**src/rtl/arilla_arb_pkg.sv**
```systemverilog
// Shared types for the arilla bus arbiter: owner encoding and reset owner.
package arilla_arb_pkg;

    typedef enum logic {
        OWN0 = 1'b0,
        OWN1 = 1'b1
    } owner_e;

    localparam owner_e ARB_RESET_OWNER = OWN0;

endpackage

```
**src/rtl/arilla_arb_ctrl.sv**
```systemverilog
// Owner FSM with hold counter: parks on the last owner and bounds how long a
// locking owner may keep the bus while the other requester waits.
module arilla_arb_ctrl
    import arilla_arb_pkg::*;
#(
    parameter int MaxHold = 4
) (
    input  logic   clk,
    input  logic   rst_n,
    input  logic   req0,
    input  logic   req1,
    input  logic   lock0,
    input  logic   lock1,
    input  logic   s_inhibit,
    output owner_e owner
);

    owner_e     owner_reg;
    logic [3:0] hold_cnt_reg;

    logic       req_own;
    logic       req_oth;
    logic       lock_own;
    logic       complete;
    logic [4:0] hold_inc;
    logic       at_limit;
    logic       switch_now;

    always_comb begin
        req_own  = (owner_reg == OWN1) ? req1  : req0;
        req_oth  = (owner_reg == OWN1) ? req0  : req1;
        lock_own = (owner_reg == OWN1) ? lock1 : lock0;
        complete = req_own & ~s_inhibit;
        hold_inc = {1'b0, hold_cnt_reg} + 5'd1;
        at_limit = (hold_inc >= 5'(MaxHold));
        // A stalled owner transaction (req_own & s_inhibit) never satisfies this.
        switch_now = req_oth & (~req_own | (complete & (~lock_own | at_limit)));
    end

    always_ff @(posedge clk) begin
        if (!rst_n) begin
            owner_reg    <= ARB_RESET_OWNER;
            hold_cnt_reg <= 4'd0;
        end else if (switch_now) begin
            owner_reg    <= (owner_reg == OWN1) ? OWN0 : OWN1;
            hold_cnt_reg <= 4'd0;
        end else if (!req_oth) begin
            hold_cnt_reg <= 4'd0;
        end else if (complete) begin
            hold_cnt_reg <= at_limit ? 4'(MaxHold) : hold_inc[3:0];
        end
    end

    assign owner = owner_reg;

endmodule

```
**src/rtl/arilla_bus_arbiter.sv**
```systemverilog
// Two-requester arilla bus arbiter: routes the owner's request to the slave
// and steers inhibit/intercept. Width defaults track SYSTEM__XLEN/ALEN/BLEN.
module arilla_bus_arbiter
    import arilla_arb_pkg::*;
#(
    parameter int DataWidth        = 32,
    parameter int ByteAddressWidth = 32,
    parameter int ByteSize         = 8,
    parameter int MaxHold          = 4,
    localparam int BeWidth         = DataWidth / ByteSize
) (
    input  logic                        clk,
    input  logic                        rst_n,

    input  logic [ByteAddressWidth-1:0] m0_addr,
    input  logic                        m0_rd,
    input  logic                        m0_wr,
    input  logic [BeWidth-1:0]          m0_be,
    input  logic [DataWidth-1:0]        m0_wdata,
    input  logic                        m0_lock,
    output logic [DataWidth-1:0]        m0_rdata,
    output logic                        m0_inhibit,
    output logic                        m0_intercept,

    input  logic [ByteAddressWidth-1:0] m1_addr,
    input  logic                        m1_rd,
    input  logic                        m1_wr,
    input  logic [BeWidth-1:0]          m1_be,
    input  logic [DataWidth-1:0]        m1_wdata,
    input  logic                        m1_lock,
    output logic [DataWidth-1:0]        m1_rdata,
    output logic                        m1_inhibit,
    output logic                        m1_intercept,

    output logic [ByteAddressWidth-1:0] s_addr,
    output logic                        s_rd,
    output logic                        s_wr,
    output logic [BeWidth-1:0]          s_be,
    output logic [DataWidth-1:0]        s_wdata,
    input  logic [DataWidth-1:0]        s_rdata,
    input  logic                        s_inhibit,
    input  logic                        s_intercept
);

    if (MaxHold < 1 || MaxHold > 15) begin : g_bad_max_hold
        $error("arilla_bus_arbiter: MaxHold must be in 1..15");
    end

    owner_e     owner;
    logic [1:0] inhibit_vec;
    logic [1:0] intercept_vec;

    arilla_arb_ctrl #(
        .MaxHold (MaxHold)
    ) u_ctrl (
        .clk       (clk),
        .rst_n     (rst_n),
        .req0      (m0_rd | m0_wr),
        .req1      (m1_rd | m1_wr),
        .lock0     (m0_lock),
        .lock1     (m1_lock),
        .s_inhibit (s_inhibit),
        .owner     (owner)
    );

    always_comb begin
        if (owner == OWN1) begin
            s_addr  = m1_addr;
            s_rd    = m1_rd;
            s_wr    = m1_wr;
            s_be    = m1_be;
            s_wdata = m1_wdata;
        end else begin
            s_addr  = m0_addr;
            s_rd    = m0_rd;
            s_wr    = m0_wr;
            s_be    = m0_be;
            s_wdata = m0_wdata;
        end
    end

    // Non-owner is held off and never sees the slave's intercept.
    for (genvar gi = 0; gi < 2; gi++) begin : g_steer
        assign inhibit_vec[gi]   = (owner == owner_e'(1'(gi))) ? s_inhibit   : 1'b1;
        assign intercept_vec[gi] = (owner == owner_e'(1'(gi))) ? s_intercept : 1'b0;
    end

    assign m0_inhibit   = inhibit_vec[0];
    assign m1_inhibit   = inhibit_vec[1];
    assign m0_intercept = intercept_vec[0];
    assign m1_intercept = intercept_vec[1];
    assign m0_rdata     = s_rdata;
    assign m1_rdata     = s_rdata;

endmodule
```
**config.mk**
```make
export PLATFORM = sky130hd
export DESIGN_NAME = arilla_bus_arbiter
export DESIGN_NICKNAME = d
export VERILOG_FILES = /design/src/rtl/arilla_arb_pkg.sv /design/src/rtl/arilla_arb_ctrl.sv /design/src/rtl/arilla_bus_arbiter.sv
export SDC_FILE = /design/constraint.sdc
export NUM_CORES = 1
export LEC_CHECK = 0
export CORE_AREA = 3 3 123 125
export DETAILED_ROUTE_END_ITERATION = 6
export DIE_AREA = 0 0 126 128
export SKIP_CTS_REPAIR_TIMING = 1
export SLEW_MARGIN = 20
export SYNTH_ARGS = -nofsm -noshare
export SYNTH_HDL_FRONTEND = slang
export SYNTH_SLANG_ARGS = --single-unit
```
**constraint.sdc**
```tcl
create_clock -name clk -period 2.4 [get_ports clk]
set_input_delay 0.48 -clock clk [delete_from_list [all_inputs] [get_ports clk]]
set_output_delay 0.48 -clock clk [all_outputs]
set_load 0.05 [all_outputs]
```
==> results by group <==
Outcome
  – Status: finished clean

STA
  – Max Freq: 0.4903 GHz
  – Fin crit period: 2.039 ns
  – Crit share post-route: 84.98%
  – # setup viols final: 0
  – PnR worst setup slack: 0.3605 ns
  – Slew Limit Headroom: 73.79%
  – Clock Skews: 0.0004771 ns
  – Hold Worst Slack: 0.4494 ns
  – Setup repair after global routing missed its margin: no
  – Slew at the pin closest to its max-slew limit: 0.3932 ns
  – Fin. Hold Viols: 0
  – Setup TNS: 0 ns
  – Max Slew Vio Count: 0

Global route
  – First-pass GRT wire length: 11.61 mm
  – Total grt overflow: 0
  – Number of global-route vias before repair: 2033
  – Pin count of the biggest net entering global routing: 37
  – Initial antenna violation count: 0
  – Global-route total usage across every layer: 9.138%

Detailed routing
  – Detail Route Antenna Nets: 0
  – DR vias: 1807
  – Residual DRC count: 0
  – Post-Route WL: 8.123 mm
  – Vias/cell: 3.529
  – Initial DRT Pass Iterations: 3
  – Initial detailed-routing violation count: 26
  – Routed len/inst: 15.87 um

Floorplanning
  – Die height: 128 um
  – Core area: 13990 um2
  – Die area: 16130 um2
  – FP Rows: 43
  – Initial core utilization: 11.59%
  – Horiz. Die Dim: 126 um
  – Boundary Pins: 316

Setup path
  – Reg2reg end: u_ctrl.hold_cnt_reg[3]
  – Critical Path End: s_addr[21]
  – WP depth: 3
  – Reg2reg setup slack: 0.72 ns
  – Buf/Inv on CP: 2
  – CP Capture Type: output pin
  – R2R Path Start: u_ctrl.hold_cnt_reg[0]
  – Setup crit start: u_ctrl.owner
  – Critical path's slowest cell: dfxtp_4
  – CP Max Fanout: 36
  – Gate family responsible for the most delay along the worst path: flip-flops
  – CP Data Required Time: 1.92 ns
  – Max incr delay on CP: 0.48 ns
  – CP Cell Sequence: buf_12 -> mux2_2 -> buf_4
  – Setup CP Type: reg -> out
  – Worst setup SP type: register
  – Worst-case reg-to-reg path depth: 5
  – Critical path arrival: 1.56 ns

Logic synthesis
  – Cell count after synthesis: 179
  – Sequential fraction of the synthesis area: 6.173%
  – Yosys top cell area share: 48.61%
  – Yosys cell types: 24
  – Synth async-reset ratio: 0%
  – Post-synth top area cell: mux2_2
  – Main synth FF type: dfxtp_1
  – Average size of a mapped cell: 9.059 um2
  – Number of synthesized flops with an enable pin: 0
  – Yosys warnings: 0
  – Count of state elements after synthesis: 5
  – Synthesized cell area: 1622 um2
  – Synth area leaders: mux2_2, buf_4, dfxtp_1
  – Net Count, Synth: 359

Power
  – Leak: 1.369 nW
  – Worst IR Drop VDD: 0.1715 mV
  – Pwr Density: 434.7 nW/um2

Final layout
  – Register Area: 103.9 um2
  – Commonest non-fill, non-tap cell in the layout: clkdlybuf4s50_1
  – N_diodes: 0
  – Area Growth Syn to Fin: 116.3%
  – Fillers: 1546
  – Commonest cells after routing, fill and taps aside: clkdlybuf4s50_1, mux2_2, buf_4, buf_12, nor2_1
  – Share of layout cells above drive strength 1: 46.08%
  – Multi-input logic area: 987.2 um2
  – Number of flip-flops under the largest register name: 4
  – Final net count: 513

Run
  – Max-cap violation count: 0

Place
  – IO Port Bufs: 219
  – Hpwl dp: 7.281 mm
  – Placer Congestion: 0.7803
  – Setup slack at placement: 0.4398 ns

Clock tree
  – Clock-pin slew on the worst setup and hold paths: 0.03 ns
  – H-Tree Depth: 1
  – TritonCTS clock tree: yes
  – Max Root-Sink Buffers: 2
  – Num CTS Buffers: 3
  – Clock Root Buffer: clkbuf_16
  – CTS Sinks: 5
  – Clk_lat worst skew: 0.23 ns

Min path
  – Hold WC Path Type: reg -> reg
==> worst min path at each step <==
stage,startpoint,to,slack (ns),depth (start not counted)
finish,u_ctrl.hold_cnt_reg[2],u_ctrl.hold_cnt_reg[2],0.45,2
global route,u_ctrl.hold_cnt_reg[2],u_ctrl.hold_cnt_reg[2],0.48,2
CTS,u_ctrl.hold_cnt_reg[2],u_ctrl.hold_cnt_reg[2],0.45,2
detailed placement,u_ctrl.hold_cnt_reg[2],u_ctrl.hold_cnt_reg[2],0.45,2
global placement,u_ctrl.hold_cnt_reg[2],u_ctrl.hold_cnt_reg[2],0.44,2
floorplan,u_ctrl.hold_cnt_reg[2],u_ctrl.hold_cnt_reg[2],0.43,2
==> area by class of cell <==
type	instances	share of cell area (%)
tap	180	6.422
sequential	5	2.961
timing repair buffer	221	59.79
inverter	4	0.4281
multi-input combinational	98	28.15
clock buffer	4	2.248
==> metal layers <==
| layer | vias up | GRT usage, % | routed length, um |
|---|---|---|---|
| met5 | - | 0 | 0 |
| met4 | 0 | 3.533 | 251 |
| met3 | 33 | 2.333 | 753 |
| met2 | 121 | 17.37 | 4326 |
| met1 | 786 | 9.604 | 2792 |
| li1 | 867 | - | - |
==> power by group <==
part	leakage, nW	internal, mW	switching (mW)
sequential	0.0412	0.0869	0.0122
clock	0.0382	0.220	0.0579
combinational	1.29	0.513	0.634
==> tightest hold or removal path, stage by stage, from the launching register on <==
cell and delay [ns]:
dfxtp_1 0.31, inv_1 0.05, a21oi_1 0.05
==> metrics by stage <==
stage / power, mW / utilization [%] / instance area, um2 / cells
floorplan: 1.046 / - / 1622 / 179
global placement: 1.253 / 24.51 / 3428 / 508
detailed placement: 1.258 / 24.51 / 3428 / 508
CTS: 1.545 / 25.07 / 3507 / 512
global route: 1.584 / 25.07 / 3507 / 512
finish: 1.525 / 25.07 / 3507 / 512
==> synthesized netlist by cell type (2+ instances only) <==
library cell	n
nor2b_1	2
ha_1	2
buf_4	64
inv_1	4
mux2_2	70
buf_2	7
nor2_1	5
dfxtp_1	5
a21oi_1	4
o21ai_0	2
==> kinds of logic (layout without fill, tap and decap cells) <==
family / after synthesis / count (layout) / synth area share, %
fa+ha+maj: 2 / 2 / 1.543
flops: 5 / 5 / 6.173
buf+inv: 76 / 229 / 32.95
simple gates: 13 / 13 / 4.784
mux: 72 / 72 / 49.92
compound gates: 11 / 11 / 4.630
No activity file was read; power rests on OpenSTA's default activity.
